==> src/rtl/ram_arbiter_if.sv <==
// rtl/ram_arbiter_if.sv - CPU fetch/data ports and single-ported RAM bus of ram_arbiter
interface ram_arbiter_if;
  logic        iren;
  logic [31:0] iaddr;
  logic [31:0] iload;
  logic        iwait;
  logic        dren;
  logic [3:0]  dwen;
  logic [31:0] daddr;
  logic [31:0] dstore;
  logic [31:0] dload;
  logic        dwait;
  logic [31:0] ram_addr;
  logic        ram_ren;
  logic [3:0]  ram_wen;
  logic [31:0] ram_wdata;
  logic [31:0] ram_rdata;

  // slave is the arbiter's view; master is the CPU plus RAM environment
  modport slave (
    input  iren, iaddr, dren, dwen, daddr, dstore, ram_rdata,
    output iload, iwait, dload, dwait, ram_addr, ram_ren, ram_wen, ram_wdata
  );

  modport master (
    output iren, iaddr, dren, dwen, daddr, dstore, ram_rdata,
    input  iload, iwait, dload, dwait, ram_addr, ram_ren, ram_wen, ram_wdata
  );
endinterface

==> src/rtl/ram_arbiter.sv <==
// rtl/ram_arbiter.sv - serialises fetch and data requests onto one fixed-latency RAM port
module ram_arbiter #(
  parameter int LATENCY = 1
) (
  input  logic         clk,
  input  logic         nrst,
  ram_arbiter_if.slave bus
);

  typedef enum logic [1:0] {OWN_NONE, OWN_I, OWN_D} owner_t;

  localparam logic [3:0] LAST = 4'(LATENCY - 1);

  owner_t      owner, owner_nxt, eff;
  logic [3:0]  cnt, cnt_nxt;
  logic        idone, idone_nxt;
  logic        ddone, ddone_nxt;
  logic [31:0] ihold, ihold_nxt;
  logic [31:0] dhold, dhold_nxt;
  logic        dreq_raw, ireq, dreq, complete, rel;

  always_ff @(posedge clk or negedge nrst) begin
    if (!nrst) begin
      owner <= OWN_NONE;
      cnt   <= '0;
      idone <= 1'b0;
      ddone <= 1'b0;
      ihold <= '0;
      dhold <= '0;
    end else begin
      owner <= owner_nxt;
      cnt   <= cnt_nxt;
      idone <= idone_nxt;
      ddone <= ddone_nxt;
      ihold <= ihold_nxt;
      dhold <= dhold_nxt;
    end
  end

  always_comb begin
    dreq_raw = bus.dren | (|bus.dwen);
    ireq     = bus.iren & ~idone;
    dreq     = dreq_raw & ~ddone;

    // Arbitration only happens from idle; data always beats fetch
    eff = owner;
    if (!nrst) begin
      eff = OWN_NONE;
    end else if (owner == OWN_NONE) begin
      if (dreq) begin
        eff = OWN_D;
      end else if (ireq) begin
        eff = OWN_I;
      end
    end
    complete = (eff != OWN_NONE) && (cnt == LAST);

    bus.ram_addr  = '0;
    bus.ram_ren   = 1'b0;
    bus.ram_wen   = '0;
    bus.ram_wdata = '0;
    case (eff)
      OWN_I: begin
        bus.ram_addr = bus.iaddr;
        bus.ram_ren  = 1'b1;
      end
      OWN_D: begin
        bus.ram_addr  = bus.daddr;
        bus.ram_ren   = bus.dren;
        bus.ram_wen   = complete ? bus.dwen : 4'b0000;
        bus.ram_wdata = bus.dstore;
      end
      default: ;
    endcase

    bus.iwait = bus.iren & ~idone & ~(complete && (eff == OWN_I));
    bus.dwait = dreq_raw & ~ddone & ~(complete && (eff == OWN_D));
    bus.iload = !nrst ? 32'h0 : (idone ? ihold : bus.ram_rdata);
    bus.dload = !nrst ? 32'h0 : (ddone ? dhold : bus.ram_rdata);
    rel       = ~bus.iwait & ~bus.dwait;

    owner_nxt = owner;
    cnt_nxt   = cnt;
    idone_nxt = idone;
    ddone_nxt = ddone;
    ihold_nxt = ihold;
    dhold_nxt = dhold;

    if (complete) begin
      cnt_nxt   = '0;
      owner_nxt = OWN_NONE;
    end else if (eff != OWN_NONE) begin
      cnt_nxt   = cnt + 4'd1;
      owner_nxt = eff;
    end

    // A flushed requester still gets its RAM access but no done flag
    if (rel) begin
      idone_nxt = 1'b0;
      ddone_nxt = 1'b0;
    end else if (complete) begin
      if ((eff == OWN_I) && bus.iren) begin
        idone_nxt = 1'b1;
        ihold_nxt = bus.ram_rdata;
      end
      if ((eff == OWN_D) && dreq_raw) begin
        ddone_nxt = 1'b1;
        dhold_nxt = bus.ram_rdata;
      end
    end
  end

endmodule

==> src/flat_wrapper.sv <==
// flat-port wrapper written by rule: the top's interface ports become plain ports
module ram_arbiter_flat 
#(
  parameter int LATENCY = 1
)
  (clk, nrst, bus_iren, bus_iaddr, bus_dren, bus_dwen, bus_daddr, bus_dstore, bus_ram_rdata, bus_iload, bus_iwait, bus_dload, bus_dwait, bus_ram_addr, bus_ram_ren, bus_ram_wen, bus_ram_wdata);
  ram_arbiter_if bus_i ();
  input  logic clk;
  input  logic nrst;
  input wire logic [$bits(bus_i.iren)-1:0] bus_iren;
  input wire logic [$bits(bus_i.iaddr)-1:0] bus_iaddr;
  input wire logic [$bits(bus_i.dren)-1:0] bus_dren;
  input wire logic [$bits(bus_i.dwen)-1:0] bus_dwen;
  input wire logic [$bits(bus_i.daddr)-1:0] bus_daddr;
  input wire logic [$bits(bus_i.dstore)-1:0] bus_dstore;
  input wire logic [$bits(bus_i.ram_rdata)-1:0] bus_ram_rdata;
  output wire logic [$bits(bus_i.iload)-1:0] bus_iload;
  output wire logic [$bits(bus_i.iwait)-1:0] bus_iwait;
  output wire logic [$bits(bus_i.dload)-1:0] bus_dload;
  output wire logic [$bits(bus_i.dwait)-1:0] bus_dwait;
  output wire logic [$bits(bus_i.ram_addr)-1:0] bus_ram_addr;
  output wire logic [$bits(bus_i.ram_ren)-1:0] bus_ram_ren;
  output wire logic [$bits(bus_i.ram_wen)-1:0] bus_ram_wen;
  output wire logic [$bits(bus_i.ram_wdata)-1:0] bus_ram_wdata;
  assign bus_i.iren = bus_iren;
  assign bus_i.iaddr = bus_iaddr;
  assign bus_i.dren = bus_dren;
  assign bus_i.dwen = bus_dwen;
  assign bus_i.daddr = bus_daddr;
  assign bus_i.dstore = bus_dstore;
  assign bus_i.ram_rdata = bus_ram_rdata;
  assign bus_iload = bus_i.iload;
  assign bus_iwait = bus_i.iwait;
  assign bus_dload = bus_i.dload;
  assign bus_dwait = bus_i.dwait;
  assign bus_ram_addr = bus_i.ram_addr;
  assign bus_ram_ren = bus_i.ram_ren;
  assign bus_ram_wen = bus_i.ram_wen;
  assign bus_ram_wdata = bus_i.ram_wdata;
  ram_arbiter #(.LATENCY(LATENCY)) u_core (.clk(clk), .nrst(nrst), .bus(bus_i));
endmodule
==> config.mk <==
export PLATFORM = sky130hd
export DESIGN_NAME = ram_arbiter_flat
export DESIGN_NICKNAME = d
export VERILOG_FILES = /design/src/rtl/ram_arbiter_if.sv /design/src/rtl/ram_arbiter.sv /design/src/flat_wrapper.sv
export SDC_FILE = /design/constraint.sdc
export NUM_CORES = 1
export LEC_CHECK = 0
export ABC_AREA = 1
export CAP_MARGIN = 20
export CELL_PAD_IN_SITES_DETAIL_PLACEMENT = 1
export CELL_PAD_IN_SITES_GLOBAL_PLACEMENT = 2
export CORE_UTILIZATION = 19
export CTS_BUF_LIST = sky130_fd_sc_hd__clkbuf_4 sky130_fd_sc_hd__clkbuf_8
export DETAILED_ROUTE_END_ITERATION = 10
export PLACE_DENSITY_LB_ADDON = 0.12
export SLEW_MARGIN = 15
export SYNTH_ARGS = -nofsm -noshare
export SYNTH_HDL_FRONTEND = slang
export SYNTH_SLANG_ARGS = --single-unit
==> constraint.sdc <==
create_clock -name clk -period 3.05 [get_ports clk]
set_clock_uncertainty 0.2 [all_clocks]
set_input_delay 0.61 -clock clk [delete_from_list [all_inputs] [get_ports clk]]
set_output_delay 0.61 -clock clk [all_outputs]
set_load 0.05 [all_outputs]
==> metrics.md, run 1 <==
| Metric | Value |
|---|---|
| Run status | complete, but fails checks |
| Violated checks | negative setup slack |
| Top cells by area, synth | dfrtp_1 (39%), nand2_1 (22%), nor2_1 (11%) |
| Standby leakage power | around 4.7 nW |
| Post-synthesis to final-layout area growth | 108% |
| Gate count of the mapped netlist | 740 |
| Antenna cells | 0 |
| Final period utilization | 100% |
| Area of placed instances | 8810 um2 |
| Worst hold slack | 0.192 ns |
| Worst slack at placement | -0.523 ns |
| Actual slew at the worst max-slew pin | 0.969 ns |
| Count of max-cap constraint violations | 0 |
| GP Congestion | 0.740 |
| Total Power Consumption | 4.27 mW |
| Vertical extent of the die | 158 um |
| Combined area of all synthesized cells | between 4000 and 5000 um2 |
| Headroom to the max-slew limit | 35.2% |
| Switching part of the total power | 42.1% |
| Post-route ant nets | 0 |
| Number of nets produced by synthesis | 882 |
| Remaining Overflow, GRT | 0 |
| Sequential-to-total area share from yosys stat | 38.9% |
| Cell with the largest stage delay on the worst path | ha_4 |
| Buf/Inv on CP | 5 |
| Count of pins on the block boundary | 271 |
| Post-DP HPWL | around 17000 um |
| Net count of the finished layout | 1175 |
| CP max FO | 7 |
| Setup WS post-layout | -0.00255 ns |
| Die Outline Area | 25000 um2 |
| Proportion of power drawn by combinational gates | 50.8% |
| Pin count of the biggest net entering global routing | 135 |
| Power per standard cell area | around 440 nW/um2 |
| Buffer type at the clock tree root | clkbuf_8 |
| Min Clock Period, post-route | 3.05 ns |
| Clock Power Share | 18.6% |
| Fraction of post-synthesis cell area in the top cell type by area | ~39% |
| Final Max Slew Viols | 0 |
| Core footprint | 23700 um2 |
| CP Data Arrival Time | around 2.2 ns |
| Type of element capturing the critical path | output pin |
| Net switching power | 1.80 mW |
| Post-route setup TNS | -0.00255 ns |
| Share of power burned in registers | 30.6% |
| Non-filler instance count after layout | about 1400 |
| Die X | 158 um |
| Critical path type | in -> out |
| Initial antenna violation count | 0 |
| Initial Utilization | 19.6% |
| Post-Route Utilization | between 40% and 50% |
| Clock-pin slew on the worst setup and hold paths | 0.08 ns |
| IO Port Bufs | 270 |
| Initial drt markers | 211 |
| Final WL | 23000 um |
| Routed wire length per instance | 16.9 um |
| Share of final-layout standard cells stronger than drive strength 1 | 33.9% |
| Unique masters post-synth | 20 |
| Worst stage delay on the critical path | 0.26 ns |
| Number of levels the H-tree was split into | 3 |
| Number of remaining DRC errors | 0 |
| Clk buf depth | 2 |
| FMAX | about 0.33 GHz |
| CP cell instances | clkdlybuf4s15_2 -> nor2_4 -> nand3_4 -> nand3_4 -> nand2_4 -> nand2_4 -> inv_4 -> ha_4 -> buf_12 -> buf_16 -> nand2_2 -> a21oi_2 -> buf_12 |
| Setup-failing EPs final | 1 |
| Via count of the first global-routing pass | 5976 |
| Yosys warning total | 0 |
| Unrepaired setup endpoints after global routing | true |
| Source-to-sink clock delay at the later pin of the worst-skew pair | 0.37 ns |
| Placed Cells | 1321 |
| Number of rows created at floorplan | between 50 and 60 |
| Average cell area after synthesis | approximately 6.3 um2 |
| Data required time at the worst endpoint | 2.24 ns |
| Count of endpoints failing hold in the final timing report | 0 |
| Tot GR Track Use | a little under a fifth |
| Drt via density | 4.25 |
| Number of register bits inferred by synthesis | 72 |
| Total non-filler cell area in the finished layout | 9630 um2 |
| Cell internal pwr | ~2.5 mW |
| Hold Path Class | in -> async |
| Iteration count of the initial detailed-routing pass | 4 |
| First-pass GRT wire length | 34200 um |
| CTS tree | built |
| Peak VDD IR | 208 uV |
| Type of origin of the critical path | primary input |
| Total via count after detailed routing | 5767 |
| Synth area leader | dfrtp_1 |
| Top Family by Delay on Critical Path | buffers and inverters |
| Number of buffers added by the clock tree synthesis step | 9 |
| CTS sink cnt | 72 |
-- placed cells by master, fill, tap and decap left out, types with 34 or more instances in the layout --
cell and count:
buf_12 79, buf_4 103, clkdlybuf4s50_1 128, dfrtp_1 72, inv_2 34, nand2_1 226, nand2_2 36, nand3_1 35
nor2_1 130, o21ai_0 65
-- cells in the mapped netlist --
| cell type | number |
|---|---|
| xor2_1 | 2 |
| clkbuf_1 | 24 |
| inv_2 | 2 |
| o21ai_0 | 65 |
| o21a_1 | 1 |
| inv_1 | 51 |
| dfrtp_1 | 72 |
| nand3_1 | 37 |
| nand4_1 | 1 |
| a21oi_1 | 37 |
| nor2_4 | 4 |
| buf_6 | 3 |
| ha_1 | 6 |
| nor2_2 | 1 |
| nand2_2 | 1 |
| o21bai_1 | 1 |
| nor2_1 | 139 |
| buf_2 | 15 |
| nand2_1 | 272 |
| buf_1 | 6 |
-- sequential cells by signal, summed over array words and instances, names as in the netlist --
register,cells
u_core.owner,2
u_core.cnt,4
u_core.idone,1
u_core.dhold,32
u_core.ihold,32
u_core.ddone,1
-- power groups by stage --
stage	Clock (mW)	Combinational (mW)	Sequential (mW)
floorplan	0	1.08	1.29
global placement	0	1.99	1.32
detailed placement	0	2.01	1.32
global route	0.856	2.32	1.33
CTS	0.831	2.12	1.30
finish	0.794	2.17	1.30
-- area by class of cell --
cell class | count | area [um2]
clock buffers | 9 | 124
clock inverters | 7 | 70.1
fillers | 2869 | 14000
inverters | 53 | 216
multi-input cells | 567 | 3050
flip-flops and latches | 72 | 1800
well taps | 319 | 399
repair buffers | 330 | 3970
-- what timing repair did --
item / in CTS / in global routing
hold endpoints to repair: 1 / 0
endpoints found under the setup margin: 103 / 98
cloned: 5 / 4
pin swaps: 17 / 13
buffers inserted: 9 / 2
resized for setup: 57 / 83
hold buffers: 2 / 0
-- routing by layer --
metal / GRT usage [%] / vias up / routed length [um]
met4: 3.48 / 0 / 259
li1: - / 2870 / -
met2: 31.3 / 124 / 11800
met3: 3.61 / 14 / 926
met5: 0 / - / 0
met1: 23.3 / 2759 / 9970
-- kinds of logic (layout without fill, tap and decap cells) --
group	after synthesis	in the layout	share of synthesized area, %
buffers and inverters	101	399	9.08
adders and majority gates	6	6	1.62
DFF	72	72	38.9
xor gates and xnor gates	2	2	0.378
AOI/OAI and AO/OA	104	104	11.3
and+or+nand+nor	455	455	38.7
-- worst paths after layout --
path	slack, ns	from	cells past startpoint	end
worst min register to register	0.28	u_core.dhold[17]	2	u_core.dhold[17]
worst min-delay path	0.19	nrst	2	u_core.dhold[17]
worst max register to register	0.22	u_core.idone	12	u_core.dhold[17]
worst max-delay path	-0.003	bus_dren	13	bus_ram_addr[18]
min in group clk	0.28	u_core.dhold[17]	2	u_core.dhold[17]
max in group asynchronous	1.95	nrst	3	u_core.owner[0]
Note: power is estimated with default switching activity, not from simulation.
==> run 2: changes to the inputs <==
- CORE_UTILIZATION: 19 -> 17
- clock period: 3.05 -> 2.5 ns (I/O delays scaled with it)
==> metrics.md, run 2 (same netlist as run 1, synthesis figures left out) <==
| Metric | Value |
|---|---|
| Antenna cells | 0 |
| Clk buf depth | 2 |
| Critical path endpoint | bus_ram_addr[27] |
| Number of rows created at floorplan | 60 |
| Worst hold slack | 0.0399 ns |
| Standby leakage power | 4.94 nW |
| GP Congestion | 0.767 |
| Setup-failing EPs final | approximately 160 |
| Top metal layer carrying routed signals | met4 |
| Drt via density | 4.20 |
| CP Data Arrival Time | between 2 and 2.5 ns |
| Routed wire length per instance | 18.1 um |
| Worst slack at placement | -0.768 ns |
| Iteration count of the initial detailed-routing pass | 4 |
| Remaining Overflow, GRT | 0 |
| Run status | complete, but fails checks |
| Worst r2r dst | u_core.dhold[20] |
| First-pass GRT wire length | 38100 um |
| Critical path type | in -> out |
| Commonest non-fill, non-tap cells in the layout | nand2_1 (208), nor2_1 (130), clkdlybuf4s50_1 (128) |
| Start of the worst register-to-register path | u_core.idone |
| Initial antenna violation count | 0 |
| Vertical extent of the die | 167 um |
| Type of origin of the critical path | primary input |
| Via count of the first global-routing pass | 6141 |
| Min Clock Period, post-route | around 2.9 ns |
| FMAX | 0.339 GHz |
| Type of element capturing the critical path | output pin |
| Depth of the worst register-to-register path | 17 |
| Power per standard cell area | 530 nW/um2 |
| Number of levels the H-tree was split into | 3 |
| Headroom to the max-slew limit | 65.7% |
| Routed length on met2 | 12500 um |
| CTS sink cnt | 72 |
| Core footprint | about 27000 um2 |
| CTS tree | built |
| Die X | roughly 170 um |
| CP cell instances | clkdlybuf4s15_2 -> inv_12 -> nor2_4 -> nand2_2 -> a21oi_4 -> nand2_4 -> ha_4 -> clkinvlp_4 -> buf_12 -> clkbuf_16 -> a21oi_4 -> buf_12 |
| Violated checks | negative setup slack |
| Count of endpoints failing hold in the final timing report | 0 |
| Post-synthesis to final-layout area growth | 128% |
| Final WL | 25400 um |
| Hold Path Class | in -> async |
| Final period utilization | 118% |
| Actual slew at the worst max-slew pin | 0.513 ns |
| Unrepaired setup endpoints after global routing | true |
| Number of remaining DRC errors | 0 |
| Post-DP HPWL | 17100 um |
| Post-route ant nets | 0 |
| Clock-pin slew on the worst setup and hold paths | about 0.090 ns |
| Fill cell total of the finished layout | 3123 |
| Detailed-routed wire length on met3 | about 1000 um |
| Final Max Slew Viols | 0 |
| Count of max-cap constraint violations | 0 |
| CP max FO | 7 |
| Net count of the finished layout | 1200 |
| Setup WS post-layout | -0.450 ns |
| Met1 routed wirelength after detailed routing | ~11000 um |
| Pin count of the biggest net entering global routing | 65 |
| Buffer type at the clock tree root | clkbuf_8 |
| Initial Utilization | 17.2% |
| Data required time at the worst endpoint | 1.80 ns |
| IO Port Bufs | 270 |
| Count of pins on the block boundary | between 200 and 300 |
| Die Outline Area | ~28000 um2 |
| Total via count after detailed routing | around 5900 |
| Tot GR Track Use | 17.8% |
| Cell with the largest stage delay on the worst path | ha_4 |
| Source-to-sink clock delay at the later pin of the worst-skew pair | about 0.37 ns |
| Worst stage delay on the critical path | roughly 0.28 ns |
| Initial drt markers | ~160 |
| Share of final-layout standard cells stronger than drive strength 1 | 37.4% |
| Launching instance or port of the critical path | bus_iren |
| Peak VDD IR | 247 uV |
| Flop-to-flop setup slack | -0.14 ns |
| Number of buffers added by the clock tree synthesis step | 9 |
| Regs by FF count | u_core.dhold x32, u_core.ihold x32, u_core.cnt x4 |
| Commonest non-fill, non-tap cell in the layout | nand2_1 |
| Post-Route Utilization | between 30% and 40% |
## run 2: changes by cell type in the layout (fill, tap and decap cells not counted), sizes merged
| cell | change |
|---|---|
| dlygate4sd3 | -1 |
| clkbuf | +6 |
| clkinvlp | +32 |
| clkinv | -3 |
| clkdlybuf4s15 | -1 |
| inv | -33 |
| buf | +21 |
| bufinv | +1 |
| bufbuf | +2 |
## run 2: how the worst min path moves through the flow
stage                      from                to  slack (ns)
3_3_place_gp   u_core.dhold[31]  u_core.dhold[31]        0.26
5_1_grt                    nrst     u_core.cnt[0]        0.05
4_1_cts                    nrst   u_core.ihold[7]        0.03
6_report                   nrst     u_core.cnt[0]        0.04
2_1_floorplan              nrst     u_core.cnt[0]       0.004
3_5_place_dp   u_core.ihold[10]  u_core.ihold[10]        0.26
## run 2: layer usage
metal,GRT usage (%),vias to the layer above
met4,4.27,0
met1,22.7,2797
met2,30.7,149
li1,-,2927
met3,3.54,22
met5,0,-
## run 2: final cells by class
| cell class | instances | area, um2 | share of cell area [%] |
|---|---|---|---|
| inverters | 53 | 337 | 3.19 |
| repair buffers | 355 | 4480 | 42.4 |
| flip-flops and latches | 72 | 1800 | 17.1 |
| clock buffers | 11 | 151 | 1.43 |
| clock inverters | 4 | 76.3 | 0.722 |
| well taps | 341 | 427 | 4.04 |
| multi-input cells | 567 | 3290 | 31.1 |
## run 2: worst max-delay path, delay by kind of cell
kind / cells / cell delay [ns]
buf+inv: 6 / 0.87
compound gates: 2 / 0.31
simple gates: 3 / 0.28
fa+ha+maj: 1 / 0.28
## run 2: per-stage QoR
step	power, mW	instance area, um2	TNS [ns]	instances
floorplan	3.04	5460	-4.14	740
CTS	5.57	10300	-35.15	1389
finish	5.60	10600	-33.29	1403
global placement	4.15	9250	-91.12	1344
global route	5.89	10600	-52.75	1403
detailed placement	4.17	9250	-94.06	1344
## run 2: power breakdown
part | switching (mW) | total, mW | internal [mW]
sequential | 0.156 | 1.59 | 1.44
clock | 0.511 | 1.13 | 0.616
combinational | 1.63 | 2.89 | 1.25
## run 2: repair_timing
item	in CTS	in global routing
pin swaps	20	12
endpoints found under the setup margin	169	169
gates cloned	10	7
hold buffers	1	0
gates resized for setup	103	28
buffers inserted	19	10
hold endpoints to repair	10	0
